### config.mk
export PLATFORM = sky130hd
export DESIGN_NAME = retire_store_drain
export DESIGN_NICKNAME = d
export VERILOG_FILES = /design/src/rtl/retire_store_drain.sv
export SDC_FILE = /design/constraint.sdc
export NUM_CORES = 2
export LEC_CHECK = 0
export CAP_MARGIN = 0
export CELL_PAD_IN_SITES_DETAIL_PLACEMENT = 1
export CELL_PAD_IN_SITES_GLOBAL_PLACEMENT = 1
export CORE_MARGIN = 2
export CORE_UTILIZATION = 35
export CTS_BUF_LIST = sky130_fd_sc_hd__clkbuf_16
export DETAILED_ROUTE_END_ITERATION = 8
export PLACE_DENSITY_LB_ADDON = 0.12
export SLEW_MARGIN = 10
export SYNTH_ARGS = -nofsm -noshare
export SYNTH_HDL_FRONTEND = slang
export SYNTH_SLANG_ARGS = --single-unit
### constraint.sdc
create_clock -name clk -period 5.64 [get_ports clk]
set_input_delay 1.128 -clock clk [delete_from_list [all_inputs] [get_ports clk]]
set_output_delay 1.128 -clock clk [all_outputs]
set_load 0.005 [all_outputs]
### src/rtl/retire_store_drain.sv
// retire_store_drain: in-order buffer of committed stores.
// Formats each store into a word-aligned write, queues it, and drains the
// queue to the data-memory write port. Also flags loads that overlap a
// pending (or same-cycle incoming) committed store.
//
// Handshake: mem_wr_valid is high whenever the buffer is non-empty; a
// transfer happens on a cycle where mem_wr_valid && mem_wr_ready. While
// valid is high and ready is low, addr/data/strb stay stable.
module retire_store_drain #(
    parameter int ADDR_WIDTH = 32,
    parameter int DATA_WIDTH = 32,
    parameter int FIFO_DEPTH = 16
) (
    input  logic                          clk,
    input  logic                          rst_n,
    input  logic                          retire_store_valid,
    input  logic [ADDR_WIDTH-1:0]         retire_store_addr,
    input  logic [DATA_WIDTH-1:0]         retire_store_data,
    input  logic [1:0]                    retire_store_size,
    output logic                          store_buf_full,
    output logic                          store_buf_empty,
    output logic [$clog2(FIFO_DEPTH+1)-1:0] store_buf_count,
    output logic                          store_err,
    output logic                          mem_wr_valid,
    input  logic                          mem_wr_ready,
    output logic [ADDR_WIDTH-1:0]         mem_wr_addr,
    output logic [DATA_WIDTH-1:0]         mem_wr_data,
    output logic [DATA_WIDTH/8-1:0]       mem_wr_strb,
    input  logic                          ld_query_valid,
    input  logic [ADDR_WIDTH-1:0]         ld_query_addr,
    output logic                          ld_conflict
);

    localparam int STRB_W = DATA_WIDTH / 8;
    localparam int PTR_W  = $clog2(FIFO_DEPTH);
    localparam int CNT_W  = $clog2(FIFO_DEPTH + 1);

    logic [PTR_W-1:0]      head_q, head_d;
    logic [PTR_W-1:0]      tail_q, tail_d;
    logic [CNT_W-1:0]      count_q, count_d;
    logic                  err_q, err_d;
    logic [FIFO_DEPTH-1:0] vld_q, vld_d;
    logic [ADDR_WIDTH-1:0] ent_addr_q [FIFO_DEPTH];
    logic [ADDR_WIDTH-1:0] ent_addr_d [FIFO_DEPTH];
    logic [DATA_WIDTH-1:0] ent_data_q [FIFO_DEPTH];
    logic [DATA_WIDTH-1:0] ent_data_d [FIFO_DEPTH];
    logic [STRB_W-1:0]     ent_strb_q [FIFO_DEPTH];
    logic [STRB_W-1:0]     ent_strb_d [FIFO_DEPTH];

    logic [1:0]            off;
    logic                  fmt_legal;
    logic [STRB_W-1:0]     fmt_strb;
    logic [DATA_WIDTH-1:0] fmt_data;
    logic [ADDR_WIDTH-1:0] fmt_addr;
    logic                  full;
    logic                  empty;
    logic                  push;
    logic                  pop;
    logic [1:0]            unused_query_lsb;

    assign off              = retire_store_addr[1:0];
    assign unused_query_lsb = ld_query_addr[1:0];

    // Legality check and lane formatting of the incoming store.
    always_comb begin
        fmt_legal = 1'b0;
        fmt_strb  = '0;
        fmt_data  = retire_store_data << {off, 3'b000};
        fmt_addr  = {retire_store_addr[ADDR_WIDTH-1:2], 2'b00};
        case (retire_store_size)
            2'b00: begin
                fmt_legal = 1'b1;
                fmt_strb  = STRB_W'(4'b0001) << off;
            end
            2'b01: begin
                fmt_legal = !off[0];
                fmt_strb  = STRB_W'(4'b0011) << off;
            end
            2'b10: begin
                fmt_legal = (off == 2'b00);
                fmt_strb  = STRB_W'(4'b1111);
            end
            default: begin
                fmt_legal = 1'b0;
                fmt_strb  = '0;
            end
        endcase
    end

    // Full/empty come from the registered count, so a push is judged
    // against this cycle's occupancy even if a pop happens alongside it.
    assign full  = (count_q == CNT_W'(FIFO_DEPTH));
    assign empty = (count_q == '0);
    assign push  = retire_store_valid && !full && fmt_legal;
    assign pop   = !empty && mem_wr_ready;

    // Next-state for pointers, count, sticky error and entry storage.
    always_comb begin
        head_d     = head_q;
        tail_d     = tail_q;
        count_d    = count_q;
        err_d      = err_q;
        vld_d      = vld_q;
        ent_addr_d = ent_addr_q;
        ent_data_d = ent_data_q;
        ent_strb_d = ent_strb_q;

        if (retire_store_valid && (full || !fmt_legal)) begin
            err_d = 1'b1;
        end

        if (pop) begin
            vld_d[head_q] = 1'b0;
            head_d        = head_q + PTR_W'(1);
        end

        if (push) begin
            vld_d[tail_q]      = 1'b1;
            ent_addr_d[tail_q] = fmt_addr;
            ent_data_d[tail_q] = fmt_data;
            ent_strb_d[tail_q] = fmt_strb;
            tail_d             = tail_q + PTR_W'(1);
        end

        case ({push, pop})
            2'b10:   count_d = count_q + CNT_W'(1);
            2'b01:   count_d = count_q - CNT_W'(1);
            default: count_d = count_q;
        endcase
    end

    // State registers; reset drops every pending entry.
    always_ff @(posedge clk or negedge rst_n) begin
        if (!rst_n) begin
            head_q  <= '0;
            tail_q  <= '0;
            count_q <= '0;
            err_q   <= 1'b0;
            vld_q   <= '0;
            for (int i = 0; i < FIFO_DEPTH; i++) begin
                ent_addr_q[i] <= '0;
                ent_data_q[i] <= '0;
                ent_strb_q[i] <= '0;
            end
        end else begin
            head_q     <= head_d;
            tail_q     <= tail_d;
            count_q    <= count_d;
            err_q      <= err_d;
            vld_q      <= vld_d;
            ent_addr_q <= ent_addr_d;
            ent_data_q <= ent_data_d;
            ent_strb_q <= ent_strb_d;
        end
    end

    // Load overlap: any valid entry or a legal same-cycle push on the same
    // word. The head being popped this cycle still counts.
    always_comb begin
        ld_conflict = 1'b0;
        if (ld_query_valid) begin
            for (int i = 0; i < FIFO_DEPTH; i++) begin
                if (vld_q[i] &&
                    ent_addr_q[i][ADDR_WIDTH-1:2] == ld_query_addr[ADDR_WIDTH-1:2]) begin
                    ld_conflict = 1'b1;
                end
            end
            if (push && fmt_addr[ADDR_WIDTH-1:2] == ld_query_addr[ADDR_WIDTH-1:2]) begin
                ld_conflict = 1'b1;
            end
        end
    end

    assign store_buf_full  = full;
    assign store_buf_empty = empty;
    assign store_buf_count = count_q;
    assign store_err       = err_q;
    assign mem_wr_valid    = !empty;
    assign mem_wr_addr     = ent_addr_q[head_q];
    assign mem_wr_data     = ent_data_q[head_q];
    assign mem_wr_strb     = ent_strb_q[head_q];

endmodule

==> results.sh <==
export IMPL_r2r_start="store_buf_count[0]"
export IMPL_drt_wl_total_um=212000
export IMPL_initial_core_util_pct=35.2
export IMPL_synth_edf_count=0
export IMPL_area_growth_pct=16.5
export IMPL_h_tree_depth=4
export IMPL_crit_end="ld_conflict"
export IMPL_setup_viol=0
export IMPL_crit_type="input port to output port"
export IMPL_power_total_mw=36.6
export IMPL_max_slew_worst_pin_slew_ns=1.21
export IMPL_wl_per_cell_um=31.8
export IMPL_first_pass_iters=5
export IMPL_core_mm2=0.156
export IMPL_die_h_um=400
export IMPL_p_leak_nw=28.1
export IMPL_hp_class="input port to asynchronous set/reset pin"
export IMPL_layout_commonest_cell="dfrtp_1"
export IMPL_most_common_layout_cells="dfrtp_1, nand2_1, o21ai_0"
export IMPL_final_min_clock_period_ns=5.57
export IMPL_startpoint_type="input port"
export IMPL_cp_arrival_ns=4.44
export IMPL_num_vias=36408
export IMPL_drive_above_1_share_pct=27.9
export IMPL_clock_path_buffers=3
export IMPL_cts_root_buf="clkbuf_16"
export IMPL_status="finished clean"
export IMPL_drcViolationCount=0
export IMPL_maxSlewHeadroom_pct=19.4
export IMPL_ys_ff_latch=1086
export IMPL_cts_sinks=1086
export IMPL_r2r_cells=7
export IMPL_cts_clk_slew_worst_paths_ns=0.06
export IMPL_synth_ff_type="dfrtp_1"
export IMPL_regToRegEndpoint="ent_addr_q[132]"
export IMPL_ys_types=42
export IMPL_synth_warnings=0
export IMPL_cts_made_buffers=132
export IMPL_grt_pass1_wl_um=304000
export IMPL_final_nets=4632
export IMPL_antenna_found_initial=6
export IMPL_r2r_slack_ns=2.49
export IMPL_grt_max_degree=161
export IMPL_drtIter0Drc=2535
export IMPL_cp_required_ns=4.51
export IMPL_yosysSeqAreaShare_pct=49.5
export IMPL_insertion_delay_ns=0.76
export IMPL_crit_start="ld_query_addr[25]"
export IMPL_async_reset_ff_share_pct=100
export IMPL_synth_area_per_cell_um2=12.6
export IMPL_ant_nets=0
export IMPL_final_hold_viol_count=0
export IMPL_min_period_over_period_pct=98.8
export IMPL_rsz0062_at_grt="false"
export IMPL_gr_total_overflow=0
export IMPL_skew_ns=0.0272
export IMPL_rows=145
export IMPL_slew_viol_final=0
export IMPL_grtUsageTotal_pct=26.5
export IMPL_dieArea_mm2=0.160
export IMPL_grt_pass1_vias=38198
export IMPL_fin_tns_setup_ns=0
export IMPL_cts_hold_fix_buffers=0
export IMPL_io_pins=181
export IMPL_fmax_ghz=0.179
export IMPL_power_density_mw_per_mm2=572
export IMPL_critPathMaxFanout=7
export IMPL_synth_cells=4367
export IMPL_cap_viol_max_count=0
export IMPL_dp_hpwl_um=144000
export IMPL_globalplace_congestion=1.00
export IMPL_io_buffers=176
export IMPL_vdd_ir_drop_max_uv=326
export IMPL_end_kind="output port"
export IMPL_syn_cell_area_mm2=0.0549
export IMPL_tritoncts="done"
export IMPL_post_cts_buffers=0
export IMPL_vias_per_cell=5.46
export IMPL_die_w_um=400
export IMPL_cts_resized=0
-- metal layers --
metal | GRT usage (%) | wire length, µm
met1 | 36.2 | 94100
met2 | 42.4 | 99100
met3 | 3.90 | 8870
met4 | 10.8 | 9710
met5 | 0 | 56
-- cell usage after synthesis (2+ instances only) --
library cell  count  share of area [%]
ha_1             12               0.27
nand4_1         116                1.3
nand4_2           7               0.16
nand3_1           4              0.036
mux4_2          330                 14
o21ai_1          11               0.10
mux2_2          300                6.1
and2_1            2              0.023
buf_6            36               0.74
nor2b_1           4              0.046
mux2_4          189                5.2
o21ai_0         589                5.4
nand2_1         612                4.2
nor3_1            2              0.018
dfrtp_1        1086                 49
buf_4            38               0.52
a21o_1            2              0.027
inv_1             9              0.061
xnor2_1         353                5.6
a21oi_1          18               0.16
buf_2           152                1.4
xor2_1          168                2.7
nor4_1           63               0.72
clkbuf_1        169                1.2
mux2i_1          16               0.29
nand2b_1         12               0.14
nor2_1           24               0.16
buf_1            28               0.19
or2_2             2              0.023
-- power breakdown --
| part | internal, mW | switching (mW) |
|---|---|---|
| registers | 10.9 | 2.81 |
| logic | 7.56 | 7.02 |
| clock network | 4.71 | 3.64 |
-- final cells by class --
cell class | instances | area, µm²
repair buffers | 438 | 4420
clock inverters | 99 | 802
diodes | 1 | 2.50
flip-flops and latches | 1086 | 27200
clock buffers | 134 | 3350
multi-input cells | 2849 | 25600
well taps | 2058 | 2570
inverters | 9 | 33.8
fillers | 16232 | 92000
-- through the flow --
step	util (%)	cell area (µm²)	worst slack, ns	cells	hold WS (ns)
after floorplan	-	54900	2.08	4368	0.445
after global placement	38.3	59800	0.223	6440	0.456
after detailed placement	38.3	59800	0.248	6440	0.465
after CTS	41.0	64000	0.205	6673	0.288
after global routing	41.0	64000	0.0610	6673	0.309
final	41.0	64000	0.0678	6674	0.300
-- cells by family (layout without fill, tap and decap cells) --
logic type               Yosys count  count (layout)  share of synthesized area, %
flip-flops                      1086            1086                          49.5
AND/OR/NAND/NOR                  853             853                          6.96
multiplexers                     835             835                          25.1
AO/OA/AOI/OAI                    625             625                          5.74
XOR/XNOR                         521             521                          8.31
buffers and inverters            433             680                          4.09
adder cells (fa/ha/maj)           13              13                         0.310
other                              1               3                       0.00683
-- flip-flops by register name (all words and copies together), names as in the netlist --
register and flops:
store_buf_count 5, ent_strb_q 64, tail_q 4, store_err 1, ent_data_q 512, head_q 4, ent_addr_q 480, vld_q 16
-- worst min path at each step --
stage | startpoint | end | slack, ns | depth (start not counted)
6_report | rst_n | ent_addr_q[211] | 0.30 | 1
5_1_grt | rst_n | ent_addr_q[243] | 0.31 | 1
4_1_cts | rst_n | ent_addr_q[211] | 0.29 | 1
3_5_place_dp | ent_data_q[313] | ent_data_q[313] | 0.47 | 2
3_3_place_gp | ent_data_q[403] | ent_data_q[403] | 0.46 | 2
2_1_floorplan | ent_data_q[160] | ent_data_q[160] | 0.44 | 2
-- critical path, stage by stage --
cell and delay [ns]:
clkdlybuf4s50_1 0.70, xnor2_1 0.46, nand4_1 0.13, nor4_1 0.56, buf_4 0.23, nand4_1 0.09, o2111ai_1 0.25, o41a_1 0.34
clkdlybuf4s50_1 0.55
(Power assumes the default switching activity.)
